### src/rtl/bin_to_bcd_seq.sv
// Sequential double-dabble binary-to-BCD converter, one input bit per clock, valid/ready on both
// sides. Optional `BCD_SIGNED_EN treats in_bin as two's complement and converts its magnitude.
module bin_to_bcd_seq #(
    parameter int unsigned BIN_W    = 8,
    parameter int unsigned DIGITS   = 3,
    parameter bit          BLANK_LZ = 1'b1
) (
    input  logic                clk,
    input  logic                rst_n,
    input  logic                in_valid,
    output logic                in_ready,
    input  logic [BIN_W-1:0]    in_bin,
    output logic                out_valid,
    input  logic                out_ready,
    output logic [4*DIGITS-1:0] out_bcd,
    output logic                out_ovf,
    output logic                out_neg
);

    localparam int unsigned BCD_W = 4 * DIGITS;
    localparam int unsigned CNT_W = $clog2(BIN_W + 1);

    typedef enum logic [1:0] {StIdle, StConv, StDone} state_e;

    state_e             r_state;
    state_e             w_state_d;
    logic [BIN_W-1:0]   r_shift;
    logic [BCD_W-1:0]   r_bcd;
    logic               r_ovf;
    logic               r_neg;
    logic [CNT_W-1:0]   r_cnt;

    logic               w_accept;
    logic [BIN_W-1:0]   w_mag;
    logic               w_neg_in;
    logic [BCD_W-1:0]   w_adj;
    logic [BCD_W-1:0]   w_blank;
    logic               w_lead;

    assign w_accept = in_valid && (r_state == StIdle);

`ifdef BCD_SIGNED_EN
    // -2^(BIN_W-1) negates to itself, which read as unsigned is the correct magnitude.
    assign w_neg_in = in_bin[BIN_W-1];
    assign w_mag    = w_neg_in ? (~in_bin + BIN_W'(1)) : in_bin;
`else
    assign w_neg_in = 1'b0;
    assign w_mag    = in_bin;
`endif

    always_comb begin
        w_adj = r_bcd;
        for (int i = 0; i < int'(DIGITS); i++) begin
            if (r_bcd[4*i +: 4] > 4'd4) begin
                w_adj[4*i +: 4] = r_bcd[4*i +: 4] + 4'd3;
            end
        end
    end

    always_ff @(posedge clk or negedge rst_n) begin
        if (!rst_n) begin
            r_shift <= '0;
            r_bcd   <= '0;
            r_ovf   <= 1'b0;
            r_neg   <= 1'b0;
            r_cnt   <= '0;
        end else if (w_accept) begin
            r_shift <= w_mag;
            r_bcd   <= '0;
            r_ovf   <= 1'b0;
            r_neg   <= w_neg_in;
            r_cnt   <= CNT_W'(BIN_W);
        end else if (r_state == StConv) begin
            r_ovf   <= r_ovf | w_adj[BCD_W-1];
            r_bcd   <= {w_adj[BCD_W-2:0], r_shift[BIN_W-1]};
            r_shift <= {r_shift[BIN_W-2:0], 1'b0};
            r_cnt   <= r_cnt - 1'b1;
        end
    end

    always_ff @(posedge clk or negedge rst_n) begin
        if (!rst_n) begin
            r_state <= StIdle;
        end else begin
            r_state <= w_state_d;
        end
    end

    always_comb begin
        w_state_d = r_state;
        unique case (r_state)
            StIdle: if (in_valid) w_state_d = StConv;
            StConv: if (r_cnt == CNT_W'(1)) w_state_d = StDone;
            StDone: if (out_ready) w_state_d = StIdle;
            default: w_state_d = StIdle;
        endcase
    end

    // Leading-zero blanking, top digit down; digit 0 always shown, none on overflow.
    always_comb begin
        w_blank = r_bcd;
        w_lead  = BLANK_LZ && !r_ovf;
        for (int i = int'(DIGITS) - 1; i > 0; i--) begin
            if (w_lead && (r_bcd[4*i +: 4] == 4'd0)) begin
                w_blank[4*i +: 4] = 4'hF;
            end else begin
                w_lead = 1'b0;
            end
        end
    end

    always_comb begin
        in_ready  = (r_state == StIdle);
        out_valid = (r_state == StDone);
        out_bcd   = out_valid ? w_blank : '0;
        out_ovf   = out_valid && r_ovf;
        out_neg   = out_valid && r_neg;
    end

endmodule

### config.mk
export PLATFORM = sky130hd
export DESIGN_NAME = bin_to_bcd_seq
export DESIGN_NICKNAME = d
export VERILOG_FILES = /design/src/rtl/bin_to_bcd_seq.sv
export SDC_FILE = /design/constraint.sdc
export NUM_CORES = 1
export LEC_CHECK = 0
export BUFFER_PORTS_ARGS = -buffer_cell sky130_fd_sc_hd__buf_2
export CAP_MARGIN = 20
export CORE_MARGIN = 4
export CORE_UTILIZATION = 27
export DETAILED_ROUTE_END_ITERATION = 8
export PLACE_DENSITY = 0.46
export SLEW_MARGIN = 40
export SYNTH_ARGS = -nofsm -noshare
export SYNTH_HDL_FRONTEND = slang
export SYNTH_SLANG_ARGS = --single-unit
### constraint.sdc
create_clock -name clk -period 2.2 [get_ports clk]
set_input_delay 0.44 -clock clk [delete_from_list [all_inputs] [get_ports clk]]
set_output_delay 0.44 -clock clk [all_outputs]
set_load 0.02 [all_outputs]
==> flow_summary.toml <==
[sta]
finalCritPeriodShare_pct = 96.85
clock.fmax_ghz = 0.4693
fin_skew_ps = 3.954
tightest_slew_ps = 667.9
setup_tns_ps = 0
whs_ps = 178.0
fin_crit_ps = 2131
setup-violations-final = 0
hold_violations = 0
drv_slew = 0
rsz0062_at_grt = "true"
relSlewSlack_pct = 55.27

[worst_hold_path]
hold_path.class = "in2async"

[logic_synthesis]
syn_nets = 186
syn_inst = 168
synth_ff_type = "dfrtp_1"
synth_async_sr_flop_share_pct = 100.0
yosysWarnings = 0
synth_area_leaders = "dfrtp_1 44%, nor2_1 5.1%, ha_1 4.9%, a32o_1 3.9%, nand2_1 3.7%"
synth_enable_flop_cells = 0
synth_area_sq_um = 1540
yosysTopAreaCell = "dfrtp_1"
synth_seq_cells = 27
syn_area_per_cell_sq_um = 9.168
synth.distinct_cells = 41
synth_top_area_share_pct = 43.87
seq_area_frac_synth_pct = 43.87

[critical_path]
r2r_cells = 4
path_class = "reg2out"
crit_chain = "inv_2 -> ha_4 -> nor4b_4 -> and4_4 -> o21a_1 -> buf_6"
critPathMaxStageDelay_ps = 410
cp.required_ps = 1760
crit_fanout = 4
start_kind = "flop"
path_buf_inv = 2
r2r-end = "r_bcd[2]"
worst_path_max_delay_cell = "dfrtp_1"
worst-r2r-setup-slack_ps = 530
cp_top_family = "simple AND/OR/NAND/NOR gates"
r2r-start = "r_state[0]"
cp.arrival_ps = 1690
endpoint_kind = "primary output"

[power_and_ir_drop]
comb_power_share_pct = 52.2
p_sw_w = 0.001053
clkPwrFrac_pct = 11.6
vdd_drop_max_mv = 0.4690
p_per_area_nw_per_um2 = 1303
intPower_w = 0.001453
p_leak_nw = 0.8742
swShare_pct = 42.01
sequentialPowerShare_pct = 36.2

[clocking]
cts.clk_slew.worst_paths_ps = 100
clk_path_buf_depth = 2
cts_made_buffers = 3
cts_tree = "yes"
clk_latency_ps = 270
ctsRootBufferMaster = "clkbuf_8"
htree_levels = 1
clkSinkCount = 27

[global_routing]
grt_pass1_vias = 1261
grt_pass1_wl_um = 6368
grt.total_usage_pct = 11.15
grt_overflow = 0
antenna_found_initial = 0
grt_max_degree = 28

[place]
io_buffers = 26
dp_hpwl_um = 2521
place.gp.congestion = 0.7806

[layout]
final_common_cell = "dfrtp_1"
areaGrowthSynthToFinish_pct = 24.86
final_nets = 222
drive_gt1_share_pct = 27.59
fin_util_pct = 34.92
diodes = 0
layout_common_cells = "27 x dfrtp_1, 19 x nor2_1, 19 x buf_2"

[die]
fp-row-count = 27
chipWidth_um = 83.53
initial_core_util_pct = 27.97
io_pins = 28
die-area_sq_um = 6977
die-height_um = 83.53
coreArea_sq_um = 5507

[detailed_routing]
vias_per_cell = 4.840
ant_nets = 0
drcViolationCount = 0
dr.pass1.iters = 4
wl_um = 3802
post_drt_wl_per_cell_um = 13.83
first_iter_violations = 50
routed-via-count = 1331

[flow_run]
maxCapViolCount = 0

[run_status]
outcome = "finished, final reports clean"
[metal layers]
metal / track usage (%) / share of wire [%]
met5: 0 / 0
met2: 16.47 / 43
met4: 2.193 / 0.79
met3: 3.751 / 6.1
met1: 15.90 / 51
[how the worst max path moves through the flow]
| stage | slack, ps | from | endpoint | cells past startpoint |
|---|---|---|---|---|
| 2_1_floorplan | 320 | r_bcd[8] | out_bcd[4] | 5 |
| 3_3_place_gp | 240 | r_bcd[8] | out_bcd[5] | 6 |
| 3_5_place_dp | 180 | r_bcd[8] | out_bcd[4] | 6 |
| 4_1_cts | 9 | r_bcd[8] | out_bcd[5] | 6 |
| 5_1_grt | -60 | r_bcd[8] | out_bcd[7] | 7 |
| 6_report | 70 | r_bcd[8] | out_bcd[5] | 6 |
[worst register-to-register path, cell delays in order (launching register included)]
cell,delay [ps]
dfrtp_1,410
buf_4,220
nand2b_1,300
or4_1,560
o311ai_1,80
[cell type report]
type	count	area [sq um]
Clock buffer	4	45.04
Multi-Input combinational cell	120	803.3
Tap cell	72	90.09
Sequential cell	27	675.6
Fill cell	606	3583
Timing Repair Buffer	40	264.0
Inverter	12	45.04
[synthesized netlist by cell type, types with 2 or more instances]
library cell  instances
o21ai_0               9
nand3_1               2
or3_1                 5
a31oi_1               2
o21a_1                2
a22oi_1               7
dfrtp_1              27
nor2_1               21
nand2_1              15
or4_1                 2
o22ai_1               4
nand2b_1              2
nor4_1                2
o21ai_1               7
clkbuf_1              2
a21o_1                2
nor2b_2               2
buf_2                 5
a32o_1                6
ha_1                  6
inv_1                11
nor2b_1               4
a21oi_1               3
and2_1                3
[timing repair]
action / in CTS / in global routing
resized for setup: 3 / 15
hold buffers: 0 / 0
setup endpoints to repair: 6 / 8
setup buffers: 3 / 4
pin swaps: 2 / 4
[cells by family after synthesis]
logic type,count (synthesis),share of synthesized area [%]
multiplexers,1,0.6499
AO/OA/AOI/OAI,48,21.28
AND/OR/NAND/NOR,63,22.26
adder cells (fa/ha/maj),6,4.874
buffers and inverters,21,6.255
XOR/XNOR,1,0.5687
flip-flops,27,43.87
other,1,0.2435
[power by group through the flow]
stage	clock, W	combinational [W]	sequential, W
6_report	0.000291	0.00131	0.000907
3_3_place_gp	0	0.00117	0.000920
5_1_grt	0.000335	0.00147	0.000933
2_1_floorplan	0	0.000911	0.000865
4_1_cts	0.000311	0.00123	0.000901
3_5_place_dp	0	0.00117	0.000918
[registers in the layout, summed over array words and instances (netlist names)]
signal / count
r_cnt: 4
r_ovf: 1
r_state: 2
r_bcd: 12
r_shift: 8
[per-stage QoR]
stage | instance area [sq um] | worst slack (ps) | power [W] | cells
after floorplan | 1540 | 315.9 | 0.001775 | 168
after detailed placement | 1762 | 183.8 | 0.002084 | 264
after global routing | 1923 | -59.22 | 0.002741 | 275
final | 1923 | 69.38 | 0.002506 | 275
after CTS | 1842 | 9.268 | 0.002443 | 271
after global placement | 1762 | 240.4 | 0.002086 | 264
(Power assumes the default switching activity.)
